## src/rtl/rr_encoder_8_3.sv

```systemverilog
// Round-robin 8-to-3 encoder: registered grant index and one-hot vector,
// held until acked, search start rotates past the last winner.
module rr_encoder_8_3 #(
    parameter int IDX_W = 3
) (
    input  logic                  clk,
    input  logic                  reset,
    input  logic [(1<<IDX_W)-1:0] req,
    input  logic                  ack,
    output logic                  grant_valid,
    output logic [IDX_W-1:0]      grant_idx,
    output logic [(1<<IDX_W)-1:0] grant_onehot
);

    localparam int NUM_REQ = 1 << IDX_W;

    localparam logic IDLE  = 1'b0;
    localparam logic GRANT = 1'b1;

    logic               state_q, state_d;
    logic [IDX_W-1:0]   ptr_q, ptr_d;
    logic [IDX_W-1:0]   idx_q, idx_d;
    logic [NUM_REQ-1:0] onehot_q, onehot_d;

    logic               release_grant;
    logic [IDX_W-1:0]   search_start;
    logic [IDX_W-1:0]   cand;
    logic [IDX_W-1:0]   win_idx;
    logic               win_found;
    logic [NUM_REQ-1:0] win_onehot;

    assign release_grant = (state_q == GRANT) && ack;

    // An acked grant moves the start just past the winner before searching
    assign search_start = release_grant ? idx_q + 1'b1 : ptr_q;

    always_comb begin
        win_found = 1'b0;
        win_idx   = '0;
        cand      = '0;
        for (int i = 0; i < NUM_REQ; i++) begin
            cand = search_start + IDX_W'(i);
            if (!win_found && req[cand]) begin
                win_found = 1'b1;
                win_idx   = cand;
            end
        end
    end

    always_comb begin
        win_onehot          = '0;
        win_onehot[win_idx] = 1'b1;
    end

    always_comb begin
        state_d  = state_q;
        ptr_d    = ptr_q;
        idx_d    = idx_q;
        onehot_d = onehot_q;
        unique case (state_q)
            IDLE: begin
                if (win_found) begin
                    state_d  = GRANT;
                    idx_d    = win_idx;
                    onehot_d = win_onehot;
                end
            end
            GRANT: begin
                if (ack) begin
                    ptr_d = search_start;
                    if (win_found) begin
                        idx_d    = win_idx;
                        onehot_d = win_onehot;
                    end else begin
                        state_d  = IDLE;
                        onehot_d = '0;
                    end
                end
            end
            default: begin
                state_d  = IDLE;
                onehot_d = '0;
            end
        endcase
    end

    always_ff @(posedge clk or posedge reset) begin
        if (reset) begin
            state_q  <= IDLE;
            ptr_q    <= '0;
            idx_q    <= '0;
            onehot_q <= '0;
        end else begin
            state_q  <= state_d;
            ptr_q    <= ptr_d;
            idx_q    <= idx_d;
            onehot_q <= onehot_d;
        end
    end

    assign grant_valid  = (state_q == GRANT);
    assign grant_idx    = idx_q;
    assign grant_onehot = onehot_q;

endmodule
```

## config.mk

```make
export PLATFORM = sky130hd
export DESIGN_NAME = rr_encoder_8_3
export DESIGN_NICKNAME = d
export VERILOG_FILES = /design/src/rtl/rr_encoder_8_3.sv
export SDC_FILE = /design/constraint.sdc
export NUM_CORES = 1
export LEC_CHECK = 0
export BUFFER_PORTS_ARGS = -buffer_cell sky130_fd_sc_hd__buf_2
export CAP_MARGIN = 20
export CELL_PAD_IN_SITES_DETAIL_PLACEMENT = 1
export CELL_PAD_IN_SITES_GLOBAL_PLACEMENT = 1
export CORE_UTILIZATION = 47
export DETAILED_ROUTE_END_ITERATION = 10
export GPL_TIMING_DRIVEN = 1
export PLACE_DENSITY = 0.84
export SYNTH_ARGS = -nofsm -noshare
export SYNTH_HDL_FRONTEND = slang
export SYNTH_SLANG_ARGS = --single-unit
```

## constraint.sdc

```tcl
create_clock -name clk -period 5.3 [get_ports clk]
set_clock_uncertainty 0.15 [all_clocks]
set_input_delay 0.53 -clock clk [delete_from_list [all_inputs] [get_ports clk]]
set_output_delay 0.53 -clock clk [all_outputs]
set_load 0.1 [all_outputs]
```

==> impl_metrics.csv <==
group,metric,value,unit
status,outcome,"finished, final reports clean",
sta,max_freq,0.231,GHz
sta,fin_crit,4.34,ns
logic_synthesis,yosysTopAreaCellShare,0.240,
placed_design,dp_hpwl,3.77,mm
grt,grt_overflow_total,0,
logic_synthesis,ys.flop_type,"dfrtp_1",
critical_path,arrival,4.37,ns
sta,worstMarginPinSlew,0.676,ns
sta,slew_headroom,0.547,
cts,clk_pin_slew,0.09,ns
cts,clock-root-buffer,"clkbuf_4",
grt,grt_pass1_wl,7.38,mm
sta,finalSetupTns,0,ns
hold_path,hold_class,"primary input to asynchronous set/reset pin",
drt,via_per_inst,6.61,
critical_path,crit_fanout,12,
cts,postCtsSetupRepairBufs,0,
floorplan,dieHeight,59.6,µm
finish,nets,212,
placed_design,portBuffers,22,
logic_synthesis,synth-simple-area-share,0.200,
logic_synthesis,synth_edf_count,0,
critical_path,reg2regPathDepth,11,
sta,slew_viol_final,0,
floorplan,die-area,3560,µm²
logic_synthesis,synth.area.top_cells,"dfrtp_1 (24%), mux2i_1 (5.1%), a21oi_1 (3.8%)",
finish,final_cells,241,
floorplan,core_area,3100,µm²
logic_synthesis,synth-adder-area-share,0.0240,
finish,drive_above_1_share,0.254,
critical_path,slowest_delay,0.74,ns
critical_path,required,5.33,ns
floorplan,initial_utilization,0.503,
logic_synthesis,async_flop_share,1.00,
floorplan,die-width,59.6,µm
cts,numCtsBuffers,3,
logic_synthesis,synth_seq_area_share,0.240,
logic_synthesis,synth_cells,176,
cts,cts_tree,"yes",
placed_design,dpl_cell_area,1690,µm²
critical_path,r2r_start,"grant_valid",
drt,num_vias,1592,
drt,ant_nets,0,
cts,clockBufferDepth,2,
sta,hold_slack,0.129,ns
cts,postCtsHoldBufs,0,
cts,clkLatencyLatePin,0.28,ns
grt,grt_usage,0.280,
sta,setup_violations,0,
logic_synthesis,synthXorXnorAreaFrac,0.0385,
logic_synthesis,synth_cell_types,62,
cts,cts.sink_count,15,
placed_design,gp_congestion,0.880,
cts,htree_num_levels,1,
drt,drtIter0Drc,128,
logic_synthesis,muxShareOfSynthArea,0.0897,
logic_synthesis,syn-num-nets,190,
critical_path,path_cells,"and2_4 -> mux2_4 -> inv_2 -> ha_1 -> a21boi_0 -> mux2i_1 -> o211ai_2 -> or4b_1 -> a21oi_1 -> a211oi_1 -> a32o_1",
drt,drt-total-wl,4.66,mm
drt,firstDrtPassIters,4,
critical_path,endpoint_kind,"register",
critical_path,crit_type,"register to register",
sta,timing.final.crit_share,0.818,
logic_synthesis,ys.warnings.count,0,
job,drv_cap,0,
grt,antenna_found_initial,0,
grt,grt_pass1_vias,1549,
finish,area_growth,10.1,%
critical_path,slowest_stage,"or4b_1",
cts,postCtsResizedCells,0,
logic_synthesis,synth_top_family_by_area,"compound AO/OA/AOI/OAI gates",
logic_synthesis,synth_area,1560,µm²
grt,grt_max_degree,16,
critical_path,r2r_slack,0.96,ns
floorplan,rows,20,
logic_synthesis,syn_area_per_cell,8.87,µm²
logic_synthesis,synth_seq_cells,15,
critical_path,r2r_end,"grant_onehot[5]",
logic_synthesis,yosysTopAreaCell,"dfrtp_1",
finish,fin_area,1720,µm²
sta,rsz0062_at_grt,"no",
sta,finalHoldViolCount,0,
placed_design,dp_cells,237,
floorplan,ios,23,
drt,post-route-drc-count,0,
drt,wl_per_cell,19.3,µm
finish,antenna_cells,0,
logic_synthesis,synth-compound-area-share,0.361,
critical_path,startpoint_type,"register",
[metal layers]
layer | track usage | vias to the layer above | share of wire
met5 | 0 | - | 0
met4 | 0.0365 | 0 | 0.0073
met3 | 0.0459 | 6 | 0.065
met2 | 0.490 | 63 | 0.50
met1 | 0.368 | 784 | 0.43
li1 | - | 739 | -
[through the flow]
step / utilization / setup slack, ns
after detailed placement: 0.545 / 0.925
final: 0.554 / 0.962
after global placement: 0.545 / 1.05
after global routing: 0.554 / 0.756
after floorplan: - / 0.944
after CTS: 0.554 / 1.04
[synthesized netlist by cell type, types with 2 or more instances]
master / count
nand3b_1: 4
xnor2_1: 4
dfrtp_1: 15
or3_1: 2
o31ai_1: 6
and3_1: 4
nand2_1: 12
a211o_1: 2
ha_1: 3
buf_6: 2
a21oi_1: 12
nor3_1: 3
and2_1: 4
nor2_1: 5
a32o_1: 4
a31oi_1: 4
inv_1: 3
or2b_1: 2
mux2i_1: 8
o21ai_0: 10
a21boi_0: 3
o2111ai_1: 2
inv_2: 2
mux2_2: 3
nand3_1: 9
o21a_1: 3
a211oi_1: 8
a211oi_2: 3
[registers in the layout, summed over array words and instances, names as in the netlist]
register      flops
grant_idx         3
grant_onehot      8
grant_valid       1
ptr_q             3
[cell usage in the layout, fill, tap and decap left out, types with 2 or more instances in the layout]
cell type  netlist  layout
a211o_1          2       2
clkbuf_4         0       3
and3_1           4       4
a32o_1           4       4
o31ai_1          6       6
o21a_1           3       3
a21oi_1         12      12
mux2_2           3       3
mux2i_1          8       8
xnor2_1          4       4
o2111ai_1        2       2
nand3b_1         4       4
a21boi_0         3       3
a211oi_1         8       8
or2b_1           2       2
nand3_1          9       9
nor2_1           5       5
buf_2            1      22
dfrtp_1         15      15
and2_1           4       4
a211oi_2         3       3
nand2_1         12      12
o21ai_0         10      10
a31oi_1          4       4
or3_1            2       2
nor3_1           3       3
inv_2            2       2
inv_1            3       3
ha_1             3       3
[final cells by class]
cell class	count	area [µm²]
Fill cell	394	1380
Sequential cell	15	375
Inverter	6	30.0
Multi-Input combinational cell	149	1110
Tap cell	44	55.1
Clock buffer	3	22.5
Timing Repair Buffer	23	118
Clock inverter	1	5.00
[worst max-delay path by stage]
stage | start | end | slack, ns | depth (start not counted)
detailed placement | ack | grant_onehot[0] | 0.92 | 12
global route | grant_valid | grant_onehot[2] | 0.76 | 11
global placement | ack | grant_onehot[4] | 1.05 | 12
finish | grant_valid | grant_onehot[5] | 0.96 | 11
CTS | grant_valid | grant_idx[2] | 1.04 | 11
floorplan | grant_valid | grant_onehot[2] | 0.94 | 14
[critical path: cells and delay by family (launching register included)]
family,cells,cell delay [ns]
adder cells (fa/ha/maj),1,0.36
multiplexers,2,0.79
AND/OR/NAND/NOR,2,1.00
AO/OA/AOI/OAI,5,1.16
flip-flops,1,0.57
buffers and inverters,1,0.19
[cells by family (layout without fill, tap and decap cells)]
| family | after synthesis | count (layout) |
|---|---|---|
| compound gates | 73 | 73 |
| simple gates | 54 | 54 |
| flops | 15 | 15 |
| mux | 13 | 13 |
| buf+inv | 12 | 33 |
| xor+xnor | 6 | 6 |
| fa+ha+maj | 3 | 3 |
Power is left out: the tool's default activity adds up to more than one toggle a clock period on the data nets, which glitch-free logic cannot reach.
